[src/rtl/stream_traffic_gen.sv]
// Programmable valid/ready stream source. It sends cfg_len beats of an
// incrementing or Galois-LFSR pattern, with optional idle gaps between beats.
// It also reports busy/done status, the handshake count and the stall count.
module stream_traffic_gen #(
  parameter int unsigned DSIZE     = 32,
  parameter int unsigned LSIZE     = 16,
  parameter int unsigned GSIZE     = 8,
  parameter logic [31:0] LFSR_POLY = 32'h80200003
) (
  input  logic             clk,
  input  logic             rst_n,
  input  logic             start,
  input  logic [LSIZE-1:0] cfg_len,
  input  logic [GSIZE-1:0] cfg_gap,
  input  logic             cfg_mode,
  input  logic [DSIZE-1:0] cfg_seed,
  output logic [DSIZE-1:0] dout_TDATA,
  output logic             dout_TVALID,
  input  logic             dout_TREADY,
  output logic             busy,
  output logic             done,
  output logic [LSIZE-1:0] sent_cnt,
  output logic [31:0]      stall_cnt
);

  localparam logic [DSIZE-1:0] Poly = DSIZE'(LFSR_POLY);

  typedef enum logic [1:0] {StIdle, StSend, StGap, StFin} state_e;

  state_e           state_q, state_d;
  logic [DSIZE-1:0] data_q, data_d;
  logic             valid_q, valid_d;
  logic             busy_q, busy_d;
  logic             done_q, done_d;
  logic [LSIZE-1:0] sent_q, sent_d;
  logic [31:0]      stall_q, stall_d;
  logic [LSIZE-1:0] rem_q, rem_d;
  logic [GSIZE-1:0] gap_cfg_q, gap_cfg_d;
  logic [GSIZE-1:0] gap_cnt_q, gap_cnt_d;
  logic             mode_q, mode_d;
  logic [DSIZE-1:0] data_next;

  // Next pattern word from the current one.
  always_comb begin
    if (mode_q) begin
      data_next = data_q[0] ? ((data_q >> 1) ^ Poly) : (data_q >> 1);
    end else begin
      data_next = data_q + DSIZE'(1);
    end
  end

  // Next-state and registered-output computation for the run FSM.
  always_comb begin
    state_d   = state_q;
    data_d    = data_q;
    valid_d   = valid_q;
    busy_d    = busy_q;
    done_d    = 1'b0;
    sent_d    = sent_q;
    stall_d   = stall_q;
    rem_d     = rem_q;
    gap_cfg_d = gap_cfg_q;
    gap_cnt_d = gap_cnt_q;
    mode_d    = mode_q;
    case (state_q)
      StIdle: begin
        if (start) begin
          gap_cfg_d = cfg_gap;
          mode_d    = cfg_mode;
          sent_d    = '0;
          stall_d   = '0;
          rem_d     = cfg_len;
          // An all-zero LFSR state would lock up, so it is replaced by 1.
          data_d    = (cfg_mode && cfg_seed == '0) ? DSIZE'(1) : cfg_seed;
          if (cfg_len != '0) begin
            state_d = StSend;
            valid_d = 1'b1;
            busy_d  = 1'b1;
          end else begin
            state_d = StFin;
            done_d  = 1'b1;
          end
        end
      end
      StSend: begin
        if (dout_TREADY) begin
          sent_d = sent_q + LSIZE'(1);
          rem_d  = rem_q - LSIZE'(1);
          data_d = data_next;
          if (rem_q == LSIZE'(1)) begin
            state_d = StFin;
            valid_d = 1'b0;
            busy_d  = 1'b0;
            done_d  = 1'b1;
          end else if (gap_cfg_q != '0) begin
            state_d   = StGap;
            valid_d   = 1'b0;
            gap_cnt_d = gap_cfg_q;
          end
        end else if (stall_q != '1) begin
          stall_d = stall_q + 32'd1;
        end
      end
      StGap: begin
        if (gap_cnt_q <= GSIZE'(1)) begin
          state_d = StSend;
          valid_d = 1'b1;
        end else begin
          gap_cnt_d = gap_cnt_q - GSIZE'(1);
        end
      end
      StFin: begin
        state_d = StIdle;
      end
      default: begin
        state_d = StIdle;
        valid_d = 1'b0;
        busy_d  = 1'b0;
      end
    endcase
  end

  // State and output registers with synchronous active-low reset.
  always_ff @(posedge clk) begin
    if (!rst_n) begin
      state_q   <= StIdle;
      data_q    <= '0;
      valid_q   <= 1'b0;
      busy_q    <= 1'b0;
      done_q    <= 1'b0;
      sent_q    <= '0;
      stall_q   <= '0;
      rem_q     <= '0;
      gap_cfg_q <= '0;
      gap_cnt_q <= '0;
      mode_q    <= 1'b0;
    end else begin
      state_q   <= state_d;
      data_q    <= data_d;
      valid_q   <= valid_d;
      busy_q    <= busy_d;
      done_q    <= done_d;
      sent_q    <= sent_d;
      stall_q   <= stall_d;
      rem_q     <= rem_d;
      gap_cfg_q <= gap_cfg_d;
      gap_cnt_q <= gap_cnt_d;
      mode_q    <= mode_d;
    end
  end

  assign dout_TDATA  = data_q;
  assign dout_TVALID = valid_q;
  assign busy        = busy_q;
  assign done        = done_q;
  assign sent_cnt    = sent_q;
  assign stall_cnt   = stall_q;

endmodule

[config.mk]
export PLATFORM = sky130hd
export DESIGN_NAME = stream_traffic_gen
export DESIGN_NICKNAME = d
export VERILOG_FILES = /design/src/rtl/stream_traffic_gen.sv
export SDC_FILE = /design/constraint.sdc
export NUM_CORES = 1
export LEC_CHECK = 0
export CAP_MARGIN = 0
export CORE_UTILIZATION = 40
export CTS_CLUSTER_DIAMETER = 200
export DETAILED_ROUTE_END_ITERATION = 12
export PLACE_DENSITY = 0.65
export SYNTH_ARGS = -nofsm -noshare
export SYNTH_HDL_FRONTEND = slang
export SYNTH_SLANG_ARGS = --single-unit
export TNS_END_PERCENT = 5
[constraint.sdc]
create_clock -name clk -period 4.1 [get_ports clk]
set_input_delay 0.82 -clock clk [delete_from_list [all_inputs] [get_ports clk]]
set_output_delay 0.82 -clock clk [all_outputs]
set_load 0.005 [all_outputs]
==> summary.txt <==
Outcome
  – Status: finished clean

Drt
  – Antenna Nets Post-Route: 0
  – Pre-antenna DRT Iters: 4
  – WL final: 19600 microns
  – Via/cell ratio: 5.67
  – Initial DRC count: 404
  – Vias: 7084
  – Wirelength per Cell: 15.7 microns
  – Post-route DRC: 0

GRT
  – Vias in the first global route: 6355
  – Initial antenna violation count: 0
  – Global route overflow: 0
  – First-pass GRT wire length: 32100 microns
  – Largest net degree at the start of global routing: 53
  – GR Util All Layers: 22.5%

Worst setup path
  – CP startpoint kind: input pin
  – Crit path capture type: flop
  – Worst path required time: 4.45 ns
  – CP Class: input pin to flop
  – Flop2flop setup slack: 1.41 ns
  – CP max FO: 7
  – Worst EP arrival: 3.08 ns

Place
  – PortBufs: 143
  – Final GP Congestion: 0.832
  – Placed inst area: 0.00845 sq mm
  – Dpl ws: 0.993 ns
  – Post-detail-place hpwl: 13600 microns
  – Placed Cells: 1218

Synthesis
  – Synth area leaders: dfxtp_1 34%, nand2_1 6.4%, o21ai_0 5.2%
  – Multiplexer fraction of the synthesized cell area: 0.729%
  – Mapped Nets: 973
  – Seq cells post-synth: 118
  – Post-Synth Simple-Gate Area: 28.7%
  – FFs w/ async S/R, synth: 0%
  – Post-synth top area cell: dfxtp_1
  – Post-synthesis cell count: 905
  – Ys flop type: dfxtp_1
  – Share of the synthesized area in the top cell type: 34.4%
  – Area fraction in compound gates after synthesis: 23.1%
  – Post-synthesis sequential area ratio: 34.4%
  – Synth Area in XOR/XNOR: 7.01%
  – Number of flops mapped to enable cells by yosys: 0
  – Post-Syn Area: 0.00687 sq mm
  – Post-Synth Adder-Cell Area: 1.28%
  – Netlist cell types: 67
  – Post-Syn Area per Cell: 7.59 sq um
  – Synth warnings: 0
  – Largest family of logic cells by synthesized area: simple AND/OR/NAND/NOR gates

Timing
  – Setup TNS: 0 ns
  – F_max: 367 MHz
  – Relative slew slack: 50.1%
  – Min Tclk post-route: 2.73 ns
  – Max Slew Vio Count: 0
  – Final hold vios: 0
  – RSZ-0062 raised after global routing: no
  – Finish-stage setup viols: 0
  – Clk_skew: 0.00924 ns
  – Final worst-path cycle share: 66.5%
  – Worst Max-Slew Pin Slew: 0.738 ns
  – Final WS setup: 1.37 ns

Power and ir drop
  – Pwr dens: 416 mW/mm^2
  – Peak supply drop: 0.328 mV
  – LEAKAGE: 3.17 nW

CTS
  – Longest Clk Path Bufs: 2
  – Root Driver: clkbuf_16
  – H-tree depth: 4
  – Hold-fix buffers, CTS: 0
  – Clock Sinks: 118
  – CTS tree: built
  – Post-CTS Setup Repair Bufs: 0
  – CTS buffer count: 17
  – Post-CTS Resized: 0
  – Clock slew at reported path FFs: 0.06 ns
  – Worst-Skew Late Latency: 0.42 ns

Die
  – Die area: 0.0177 sq mm
  – Die Y: 133 microns
  – Core area: 0.0167 sq mm
  – # rows: 47
  – Horiz. Die Dim: 133 microns
  – Starting Density: 41.1%
  – IO Pins: 144

Run
  – Maxcap violations: 0

Final layout
  – Synth-to-Final Area Change: 31.4%
  – Fillers: 1644
  – Fin util: 54.1%
  – Final non-filler cell total: 1250
  – Antenna Cells: 0
  – Final Instance Area: 0.00903 sq mm
  – Final nets: 1085
  – Layout cell share with drive strength beyond 1: 6.89%

Min path
  – Worst min-delay path class: flop to flop
-- synthesized netlist by cell type (7+ instances only) --
master / n
a21boi_0: 24
a21oi_1: 60
a31oi_1: 13
and3_1: 13
and4_1: 11
buf_2: 11
clkbuf_1: 44
dfxtp_1: 118
ha_1: 7
inv_1: 22
nand2_1: 117
nand2b_1: 7
nand3_1: 37
nand4_1: 30
nor2_1: 93
nor3_1: 20
nor4_1: 18
o211ai_1: 15
o21ai_0: 71
o31ai_1: 8
xnor2_1: 20
xor2_1: 35
-- sequential cells by signal, indices dropped and copies added (netlist names) --
name	flops
gap_cfg_q	8
gap_cnt_q	8
mode_q	1
sent_cnt	16
busy	1
dout_TVALID	1
dout_TDATA	32
done	1
stall_cnt	32
state_q	2
rem_q	16
-- cell families after synthesis --
| family | after synthesis |
|---|---|
| AO/OA/AOI/OAI | 247 |
| XOR/XNOR | 55 |
| adder cells (fa/ha/maj) | 7 |
| flip-flops | 118 |
| AND/OR/NAND/NOR | 389 |
| buffers and inverters | 84 |
| multiplexers | 5 |
-- routing by layer --
metal	part of all wire, %	wire, microns	GRT usage [%]	vias to the layer above
met3	7.2	1410	4.02	34
met5	0	0	0	-
met1	46	9090	30.8	3291
li1	-	-	-	3494
met4	2.4	474	9.64	0
met2	44	8610	34.5	265
-- per-stage QoR --
stage	power, mW	hold slack, ns
after CTS	3.77	0.486
after global placement	2.31	0.472
after floorplan	1.96	0.448
after global routing	3.96	0.512
after detailed placement	2.31	0.475
final	3.75	0.482
-- area by class of cell --
class | instances | area, sq um | area share (%)
clock buffers | 17 | 425 | 4.71
inverters | 22 | 82.6 | 0.915
multi-input cells | 703 | 4200 | 46.5
repair buffers | 155 | 1530 | 16.9
clock inverters | 15 | 155 | 1.72
well taps | 220 | 275 | 3.05
flip-flops and latches | 118 | 2360 | 26.2
-- path summary, 6_finish.rpt --
kind | from | endpoint | cells after the start
max | start | stall_cnt[31]$_SDFFE_PN0P_ | 7
min reg2reg | gap_cfg_q[7]$_SDFFE_PN0P_ | gap_cfg_q[7]$_SDFFE_PN0P_ | 2
max reg2reg | dout_TDATA[0]$_SDFFE_PN0P_ | dout_TDATA[26]$_SDFFE_PN0P_ | 7
min | gap_cfg_q[7]$_SDFFE_PN0P_ | gap_cfg_q[7]$_SDFFE_PN0P_ | 2
-- power breakdown --
part | internal [mW] | leakage, nW | switching [mW]
combinational | 0.396 | 1.92 | 0.490
sequential | 1.25 | 0.963 | 0.162
clock | 0.895 | 0.279 | 0.562
total | 2.54 | 3.17 | 1.21
-- critical path, cell delays in order --
cell	delay, ns
clkdlybuf4s50_1	0.57
nor3b_2	0.34
nor2_1	0.14
nor2_1	0.41
nand4b_1	0.28
or3_1	0.37
a21oi_1	0.14
-- cells in the final DEF, fill, tap and decap left out, types with 6 or more instances in the layout --
cell type          n
nand2b_1           6
clkbuf_16         17
clkdlybuf4s50_1  142
a21boi_0          24
nand2_1          117
and3_1            13
nor2_1            92
o31ai_1            8
nand3_1           37
a211oi_1           6
nor3_1            20
inv_1             22
xor2_1            35
ha_1               7
or3_1              6
buf_4             11
xnor2_1           20
and4_1            11
dfxtp_1          117
o211ai_1          15
nand4_1           30
nor4_1            18
o21ai_0           71
a31oi_1           13
a21oi_1           60
Note: power is estimated with default switching activity, not from simulation.
